<file path="config.mk">
export PLATFORM = sky130hd
export DESIGN_NAME = hex_uart_dump
export DESIGN_NICKNAME = d
export VERILOG_FILES = /design/src/rtl/hex_uart_dump.sv
export SDC_FILE = /design/constraint.sdc
export NUM_CORES = 1
export LEC_CHECK = 0
export CORE_MARGIN = 2
export CORE_UTILIZATION = 46
export CTS_CLUSTER_DIAMETER = 80
export CTS_CLUSTER_SIZE = 10
export DETAILED_ROUTE_END_ITERATION = 10
export GPL_ROUTABILITY_DRIVEN = 0
export PLACE_DENSITY_LB_ADDON = 0.1
export RECOVER_POWER = 25
export SKIP_LAST_GASP = 1
export SYNTH_ARGS = -nofsm -noshare
export SYNTH_HDL_FRONTEND = slang
export SYNTH_SLANG_ARGS = --single-unit
</file>
<file path="constraint.sdc">
create_clock -name clk -period 5.02 [get_ports clk]
set_input_delay 1.004 -clock clk [delete_from_list [all_inputs] [get_ports clk]]
set_output_delay 1.004 -clock clk [all_outputs]
set_load 0.05 [all_outputs]
</file>
<file path="src/rtl/hex_uart_dump.sv">
// Streams each 128-bit word as 32 ASCII hex characters (optionally followed by CR LF) to a byte sink.
// Holds one active word and one pending slot; words arriving when both are occupied are counted and dropped.
module hex_uart_dump #(
  parameter int UPPERCASE = 1,
  parameter int LINE_END  = 1
) (
  input  logic         clk,
  input  logic         reset,
  input  logic [127:0] data_i,
  input  logic         valid_i,
  output logic [7:0]   tx_data,
  output logic         tx_valid,
  input  logic         tx_ready,
  output logic         busy,
  output logic [7:0]   drop_cnt
);

  typedef enum logic [1:0] {IDLE, HEX, CR, LF} state_t;

  state_t       state, state_nxt;
  logic [127:0] active, pending;
  logic         pend_full, pend_full_nxt;
  logic [5:0]   nib_cnt, nib_cnt_nxt;
  logic         xfer, word_end;
  logic         load_data, load_pend, shift, wr_pend, drop_inc;

  function automatic logic [7:0] hex_char(input logic [3:0] n);
    if (n < 4'd10)
      return 8'h30 + {4'h0, n};
    else if (UPPERCASE != 0)
      return 8'h37 + {4'h0, n};
    else
      return 8'h57 + {4'h0, n};
  endfunction

  assign xfer = (state != IDLE) && tx_ready;
  assign busy = (state != IDLE) || pend_full;

  always_comb begin
    state_nxt     = state;
    nib_cnt_nxt   = nib_cnt;
    pend_full_nxt = pend_full;
    load_data     = 1'b0;
    load_pend     = 1'b0;
    shift         = 1'b0;
    wr_pend       = 1'b0;
    drop_inc      = 1'b0;
    word_end      = 1'b0;
    tx_valid      = 1'b0;
    tx_data       = 8'h00;

    case (state)
      IDLE: begin
        if (valid_i) begin
          load_data   = 1'b1;
          nib_cnt_nxt = 6'd0;
          state_nxt   = HEX;
        end
      end
      HEX: begin
        tx_valid = 1'b1;
        tx_data  = hex_char(active[127:124]);
        if (xfer) begin
          shift       = 1'b1;
          nib_cnt_nxt = nib_cnt + 6'd1;
          if (nib_cnt == 6'd31) begin
            if (LINE_END != 0) state_nxt = CR;
            else               word_end  = 1'b1;
          end
        end
      end
      CR: begin
        tx_valid = 1'b1;
        tx_data  = 8'h0D;
        if (xfer) state_nxt = LF;
      end
      LF: begin
        tx_valid = 1'b1;
        tx_data  = 8'h0A;
        if (xfer) word_end = 1'b1;
      end
      default: state_nxt = IDLE;
    endcase

    if (word_end) begin
      nib_cnt_nxt = 6'd0;
      if (pend_full) begin
        load_pend     = 1'b1;
        pend_full_nxt = 1'b0;
        state_nxt     = HEX;
      end else if (valid_i) begin
        load_data = 1'b1;
        state_nxt = HEX;
      end else begin
        state_nxt = IDLE;
      end
    end

    // A word-end that consumes the pending slot frees it for a word arriving the same cycle.
    if (valid_i && state != IDLE) begin
      if (word_end && pend_full) begin
        wr_pend       = 1'b1;
        pend_full_nxt = 1'b1;
      end else if (word_end) begin
        wr_pend = 1'b0;
      end else if (!pend_full) begin
        wr_pend       = 1'b1;
        pend_full_nxt = 1'b1;
      end else begin
        drop_inc = 1'b1;
      end
    end
  end

  always_ff @(posedge clk or posedge reset) begin
    if (reset) begin
      state     <= IDLE;
      nib_cnt   <= 6'd0;
      pend_full <= 1'b0;
      drop_cnt  <= 8'h00;
    end else begin
      state     <= state_nxt;
      nib_cnt   <= nib_cnt_nxt;
      pend_full <= pend_full_nxt;
      if (drop_inc && drop_cnt != 8'hFF)
        drop_cnt <= drop_cnt + 8'h01;
    end
  end

  always_ff @(posedge clk) begin
    if (load_data)
      active <= data_i;
    else if (load_pend)
      active <= pending;
    else if (shift)
      active <= {active[123:0], 4'h0};
    if (wr_pend)
      pending <= data_i;
  end

endmodule

</file>
# == Yosys cells after proc, flatten, opt, wreduce, memory -nomap -nowiden ==
# Index checks and enable logic that the tools add are counted.
# word_totals
register_bits,273
in_bits,132
elab_cells,73
# op_classes
add_sub_neg,4
magnitude_cmp,1
eq_ne,9
mux,40
n_reduce_logical,13
# ops
cell,count
128-bit two-way mux,3
1-bit two-way mux,25
7-bit case mux with 3 select lines,1
6-bit two-way mux,3
"6-bit by 4-bit adder with 7-bit output, first input constant",2
"3-bit != test, second input constant",4
6-bit case mux with 2 select lines,1
2-bit two-way mux,5
"8-bit by 1-bit adder with 8-bit output, second input constant",1
"8-bit != test, second input constant",1
7-bit two-way mux,1
"6-bit by 1-bit adder with 6-bit output, second input constant",1
"6-bit by 5-bit == test with 1-bit output, second input constant",1
2-bit case mux with 3 select lines,1
3-bit nonzero test,2
5-bit AND reduction,1
"2-bit == test, second input constant",2
1-bit logical AND,4
"4-bit < comparator, second input constant",1
4-bit nonzero test,1
3-bit AND reduction,1
3-bit OR reduction,1
"2-bit by 1-bit == test with 1-bit output, second input constant",1
2-bit logical NOT,1
2 further kinds,2

# == Logic depth before layout (Yosys ltp) ==
# Gate-level depths: netlist (run 1).
# logic_depth
ltp_word,9
depth_mapped,10
ltp_nobuf,10

# == Least setup slack after synthesis (run 1) ==
# OpenSTA, ideal clock, no wires.
# synth_path
path_kind,input to register
startpoint,input port tx_ready
endpoint,"register active[0], enable pin"
arrival_ns,3.954
slack_ns,-0.052
cell_stages,6
path_buffers,2
cell_sequence,nor2b_2 and3_1 o21ai_4 buf_4 buf_2 nand2_1
# synth_via
elab_chain_cells,5
elab_cells_between_ends,7
classes_between,5 x mux; 2 x reduce/logical
# synth_lines
item,line,text
"start, declared",13,"input logic tx_ready,"
1-bit logical AND *,36,assign xfer = (state != IDLE) && tx_ready;
1-bit two-way mux *,"63, 80",
1-bit two-way mux,-,
1-bit two-way mux,85,if (word_end) begin
3-bit nonzero test (no source line) *,-,
"end signal, assigned",132,active <= data_i;
"end signal, assigned",134,active <= pending;
"end signal, assigned",136,"active <= {active[123:0], 4'h0};"
"end, declared",21,"logic [127:0] active, pending;"
# Every way passes the cells marked *; elsewhere a longest branch is shown, timed or not.
# A chain may end at the register's enable or synchronous reset.

# == Worst setup path in the final report (run 1) ==
# layout_path
startpoint,register state[1]
endpoint,output port tx_data[3]
# layout_via
elab_chain_cells,2
elab_cells_between_ends,4
classes_between,3 x eq/ne; 1 x mux
# layout_lines
item,line,text
"start, declared",20,"state_t state, state_nxt;"
"start signal, assigned",122,state <= state_nxt;
2-bit == test or 2-bit by 1-bit == test with 1-bit output (tied branches),52,case (state)
7-bit case mux with 3 select lines *,52,
"end, declared",11,"output logic [7:0] tx_data,"
# Marked as above.

==> qor.csv, run 1 <==
metric,value,unit
synthesized flop and latch total,273,
"top cells by area, synth","edfxtp_1 (67%), nand2_1 (8.6%), a31oi_1 (7.0%), nor2_1 (4.4%), dfrtp_1 (3.7%)",
Routed Antenna Nets,0,
"count leader, synth",nand2_1,
Leak Pwr,5.06,nW
largest net degree at the start of global routing,257,
GRT met1 Usage,26.2,%
crit end category,primary output,
clk_skew,0.0192,ns
# DRC,0,
port bufs,148,
Max Root-Sink Buffers,3,
R2R Path End,active[11],
Synth cell types,38,
FILL cells,2070,
mean post-synth cell area,12.0,um^2
WS Path Type,flop to primary output,
met3 Use GR,3.54,%
Final Critical Period,3.68,ns
post-synth top area cell,edfxtp_1,
reg2reg start,state[0],
synthesized cell area,11400,um^2
core area,24300,um^2
synth cell count leaders,"nand2_1 (262), edfxtp_1 (256), nor2_1 (135), a31oi_1 (127), buf_2 (28)",
Internal Power,5.89,mW
Yosys Warn Count,0,
CTS tree,built,
DR pass1 iterations,5,
"wirelength, routed",23600,um
Resized cells post-CTS,0,
ys async rst share,6.23,%
CP max-delay cell,clkdlybuf4s50_1,
H-tree depth,1,
Starting DRT DRC Count,650,
vias in the first global route,7329,
Hold EP,drop_cnt[6],
cells after synthesis,952,
chip width,161,um
highest ir drop seen on vdd,0.480,mV
sequential-to-total area share from yosys stat,71.1,%
f_max,0.272,GHz
Comb power frac,30.8,%
clock slew at reported path FFs,0.06,ns
Worst Path Max Fanout,9,
Die Y,161,um
status,completed,
family with the most delay on the worst path,buffers and inverters,
met2 usage,28.4,%
first-pass GRT wire length,38200,um
Sw Ratio,33.2,%
Net Sw Power,2.93,mW
R2R depth,6,
clk sinks,273,
Mapped Nets,1096,
setup TNS,0,ns
Post-CTS Setup Bufs,0,
via count,7515,
sequential share of power,47.2,%
Worst-Margin Slew,1.26,ns
Finished Core Util,57.3,%
Synth top area share,67.4,%
Clock Latency Late Sink,0.55,ns
Top Ports,150,
"Hold Vio Cnt, Final",0,
class of the worst hold path,flop to flop,
arrival time worst endpoint,2.67,ns
PwrDens,633,nW/um^2
Final Cycle Share,73.3,%
Rows,57,
Clk pwr share,22.0,%
drt wl/cell,16.6,um
R2R Setup Slk,1.82,ns
Critical Path Source Type,flop,
share of cells above drive strength 1,4.65,%
Initial Util,46.9,%
WP buf/inv,2,
most used routing layer,met2,
Die Area,26100,um^2
"critical path, cell by cell","inv_1, ha_1, and2_1, a211oi_1, nor2_1, clkdlybuf4s50_1",
hold_buf cts,0,
initial antenna violation count,4,
"Setup violations, final",0,
"slowest stage delay, CP",0.80,ns
worst hold path depth,1,
gr ovfl total,0,
Crit path required time,4.02,ns
Post-DP HPWL,13300,um
Max-cap violations,0,
RSZ-0062 raised after global routing,false,
Synth-to-Final Area Change,22.2,%
Vias/cell,5.28,
top_reg_cell synth,edfxtp_1,
Layout Nets,1228,
Post-synth EDFFs,256,
fin. max-slew vios,0,
Root Driver,clkbuf_16,
HP Start,drop_cnt[6],
relative slew slack,15.9,%
Num CTS Buffers,31,
total track usage,18.1,%
cell families (layout without fill, tap and decap cells):
kind of cell,count (synthesis),in the layout,synth area share [%]
AOI/OAI and AO/OA,157,157,8.71
xor gates and xnor gates,8,8,0.614
buffers and inverters,72,216,3.33
other,1,3,0.0329
adders and majority gates,12,12,1.32
muxes,2,2,0.197
DFF,273,273,71.1
and+or+nand+nor,427,427,14.7
per-stage QoR:
| stage | total power, mW | area, um^2 | instances | hold slack [ns] | setup WS (ns) |
|---|---|---|---|---|---|
| 6_report | 8.82 | 13900 | 1422 | 0.500 | 1.34 |
| 5_1_grt | 9.40 | 13900 | 1421 | 0.532 | 1.13 |
| 4_1_cts | 8.95 | 13900 | 1420 | 0.505 | 1.32 |
| 3_5_place_dp | 6.98 | 13100 | 1375 | 0.496 | 1.24 |
| 3_3_place_gp | 6.94 | 13100 | 1375 | 0.486 | 1.26 |
| 2_1_floorplan | 6.15 | 11400 | 952 | 0.465 | 1.24 |
sequential cells by signal, summed over array words and instances (netlist names):
| register | cells |
|---|---|
| active | 128 |
| drop_cnt | 8 |
| nib_cnt | 6 |
| pend_full | 1 |
| pending | 128 |
| state | 2 |
power groups by stage:
stage	clock (mW)	sequential, mW	combinational [mW]
floorplan	0	4.24	1.92
global placement	0	4.20	2.74
detailed placement	0	4.19	2.78
CTS	2.00	4.17	2.79
global route	2.08	4.26	3.05
finish	1.94	4.16	2.71
layout make-up:
type / count / area, um^2 / area share (%)
Sequential cell: 273 / 8110 / 58.2
Multi-Input combinational cell: 607 / 2960 / 21.2
Timing Repair Buffer: 156 / 1570 / 11.2
Clock buffer: 42 / 817 / 5.86
Tap cell: 324 / 405 / 2.91
Inverter: 15 / 56.3 / 0.404
Clock inverter: 3 / 20.0 / 0.144
Antenna cell: 2 / 5.00 / 0.0359
metal layers:
layer	vias to the layer above	part of all wire, %
li1	3664	-
met1	3627	47
met2	183	46
met3	37	5.5
met4	4	1.9
met5	-	0.11
worst max-delay path by stage:
| stage | end | slack [ns] | startpoint | depth (start not counted) |
|---|---|---|---|---|
| 2_1_floorplan | active[0] | 1.24 | tx_ready | 6 |
| 3_3_place_gp | active[68] | 1.26 | tx_ready | 5 |
| 3_5_place_dp | active[64] | 1.24 | tx_ready | 5 |
| 6_report | tx_data[3] | 1.34 | state[1] | 6 |
| 5_1_grt | tx_data[2] | 1.13 | active[126] | 5 |
| 4_1_cts | tx_data[3] | 1.32 | state[1] | 6 |
layout by cell type (no fill, tap or decap), drive strengths merged, types with 2 or more instances in the layout:
| cell | synthesis | routed |
|---|---|---|
| xor2 | 2 | 2 |
| and3 | 5 | 5 |
| mux2 | 2 | 2 |
| xnor2 | 6 | 6 |
| a21oi | 6 | 6 |
| dfrtp | 17 | 17 |
| o21ai | 16 | 16 |
| nand3 | 9 | 9 |
| buf | 42 | 8 |
| nor2 | 135 | 135 |
| dlygate4sd3 | 0 | 129 |
| inv | 15 | 16 |
| nand2b | 2 | 2 |
| nor2b | 3 | 3 |
| clkdlybuf4s50 | 0 | 19 |
| nand3b | 3 | 3 |
| edfxtp | 256 | 256 |
| clkbuf | 15 | 42 |
| nor3 | 2 | 2 |
| diode | 0 | 2 |
| and2 | 2 | 2 |
| nand2 | 262 | 262 |
| a31oi | 128 | 128 |
| ha | 12 | 12 |
(Power assumes the default switching activity.)
==> run 2: changes to the inputs <==
==> constraint.sdc (replaced) <==
create_clock -name clk -period 3.8 [get_ports clk]
set_input_delay 0.76 -clock clk [delete_from_list [all_inputs] [get_ports clk]]
set_output_delay 0.76 -clock clk [all_outputs]
set_load 0.05 [all_outputs]
==> qor.csv, run 2 (synthesis results as in run 1) <==
metric,value,unit
sequential share of power,46.5,%
largest net degree at the start of global routing,129,
f_max,0.289,GHz
Num CTS Buffers,31,
first-pass GRT wire length,37800,um
reg2reg start,state[0],
# DRC,0,
Final Cycle Share,90.9,%
clk_skew,0.0123,ns
R2R depth,7,
status,completed,
PwrDens,837,nW/um^2
HP Start,drop_cnt[6],
H-tree depth,1,
final worst slack,0.345,ns
crit end category,primary output,
Die Area,26100,um^2
Top Ports,150,
"slowest stage delay, CP",0.81,ns
"most common cell after layout, fill and taps aside",nand2_1,
via count,7560,
Comb power frac,31.7,%
port bufs,148,
WS Path Type,flop to primary output,
final hold slack,0.498,ns
relative slew slack,52.6,%
share of cells above drive strength 1,5.34,%
dpl ws,0.672,ns
Synth-to-Final Area Change,23.2,%
Hold EP,drop_cnt[6],
fin. max-slew vios,0,
"Power, Total",11.8,mW
gr ovfl total,0,
"critical path, cell by cell","inv_1, ha_1, and2_1, a211oi_1, nor2_1, clkdlybuf4s50_1",
Starting DRT DRC Count,703,
highest ir drop seen on vdd,0.537,mV
R2R Path End,pending[65],
Worst-Margin Slew,0.711,ns
Finished Core Util,57.8,%
most frequent cells in the layout,"nand2_1 (261), edfxtp_1 (256), nor2_1 (134)",
Crit path required time,3.04,ns
CP max-delay cell,clkdlybuf4s50_1,
Initial Util,46.9,%
dpl cells,1383,
Post-CTS Setup Bufs,0,
Leak Pwr,5.12,nW
Sw Ratio,33.1,%
clk sinks,273,
hold_buf cts,0,
dpl cell area,13200,um^2
arrival time worst endpoint,2.70,ns
total track usage,18.0,%
worst hold path depth,1,
Clock Latency Late Sink,0.54,ns
core area,24300,um^2
Vias/cell,5.29,
Die Y,161,um
clock slew at reported path FFs,0.06,ns
Clk pwr share,21.9,%
Root Driver,clkbuf_16,
Post-DP HPWL,13900,um
vias in the first global route,7248,
final instance area,14100,um^2
Internal Power,7.87,mW
Resized cells post-CTS,0,
DR pass1 iterations,6,
Net Sw Power,3.90,mW
largest registers,"active (128), pending (128), drop_cnt (8)",
R2R Setup Slk,1.08,ns
"Cell Count, Final, Fillers Out",1428,
Layout Nets,1236,
Max Root-Sink Buffers,3,
Critical Path Source Type,flop,
CTS tree,built,
RSZ-0062 raised after global routing,false,
"wirelength, routed",23600,um
"Setup violations, final",0,
Worst Path Max Fanout,9,
drt wl/cell,16.5,um
Max-cap violations,0,
Routed Antenna Nets,0,
class of the worst hold path,flop to flop,
"Hold Vio Cnt, Final",0,
Final Critical Period,3.46,ns
initial antenna violation count,1,
n_diodes,0,
chip width,161,um
Rows,57,
setup TNS,0,ns
## run 2: cell types whose count changed in the layout (fill, tap and decap cells not counted), sizes merged
cell / change
buf: +8
diode: -2
clkbuf: +1
clkinv: -1
clkinvlp: -1
inv: +1
## run 2: area by class of cell
cell class	instances	area [um^2]
Clock buffer	43	821
Inverter	15	56.3
Tap cell	324	405
Fill cell	2016	10300
Timing Repair Buffer	164	1690
Sequential cell	273	8110
Clock inverter	2	17.5
Multi-Input combinational cell	607	2960
## run 2: worst max-delay path, delay by kind of cell, from the launching register on
family          cells  cell delay (ns)
compound gates      1             0.07
fa+ha+maj           1             0.39
buf+inv             2             0.97
flops               1             0.42
simple gates        2             0.30
## run 2: worst max-delay path by stage
stage                         from          end  cells after the start
after floorplan           state[0]    active[0]                      8
after global placement    tx_ready  pending[66]                      6
after detailed placement  tx_ready  pending[93]                      6
after CTS                 state[1]   tx_data[3]                      6
after global routing      state[1]   tx_data[3]                      6
final                     state[1]   tx_data[3]                      6
## run 2: routing by layer
layer	share of wire, %	wire [um]	global-route usage (%)	vias to the layer above
met4	1.6	379	4.38	2
met2	47	11000	28.9	227
met1	46	10900	26.2	3621
met5	0.055	13	0	-
met3	5.5	1300	2.67	32
li1	-	-	-	3678
## run 2: power by group through the flow
| stage | sequential, mW | combinational (mW) | clock, mW |
|---|---|---|---|
| 2_1_floorplan | 5.60 | 2.53 | 0 |
| 3_3_place_gp | 5.50 | 3.77 | 0 |
| 3_5_place_dp | 5.52 | 3.82 | 0 |
| 4_1_cts | 5.48 | 3.83 | 2.62 |
| 5_1_grt | 5.58 | 4.18 | 2.73 |
| 6_report | 5.47 | 3.73 | 2.57 |
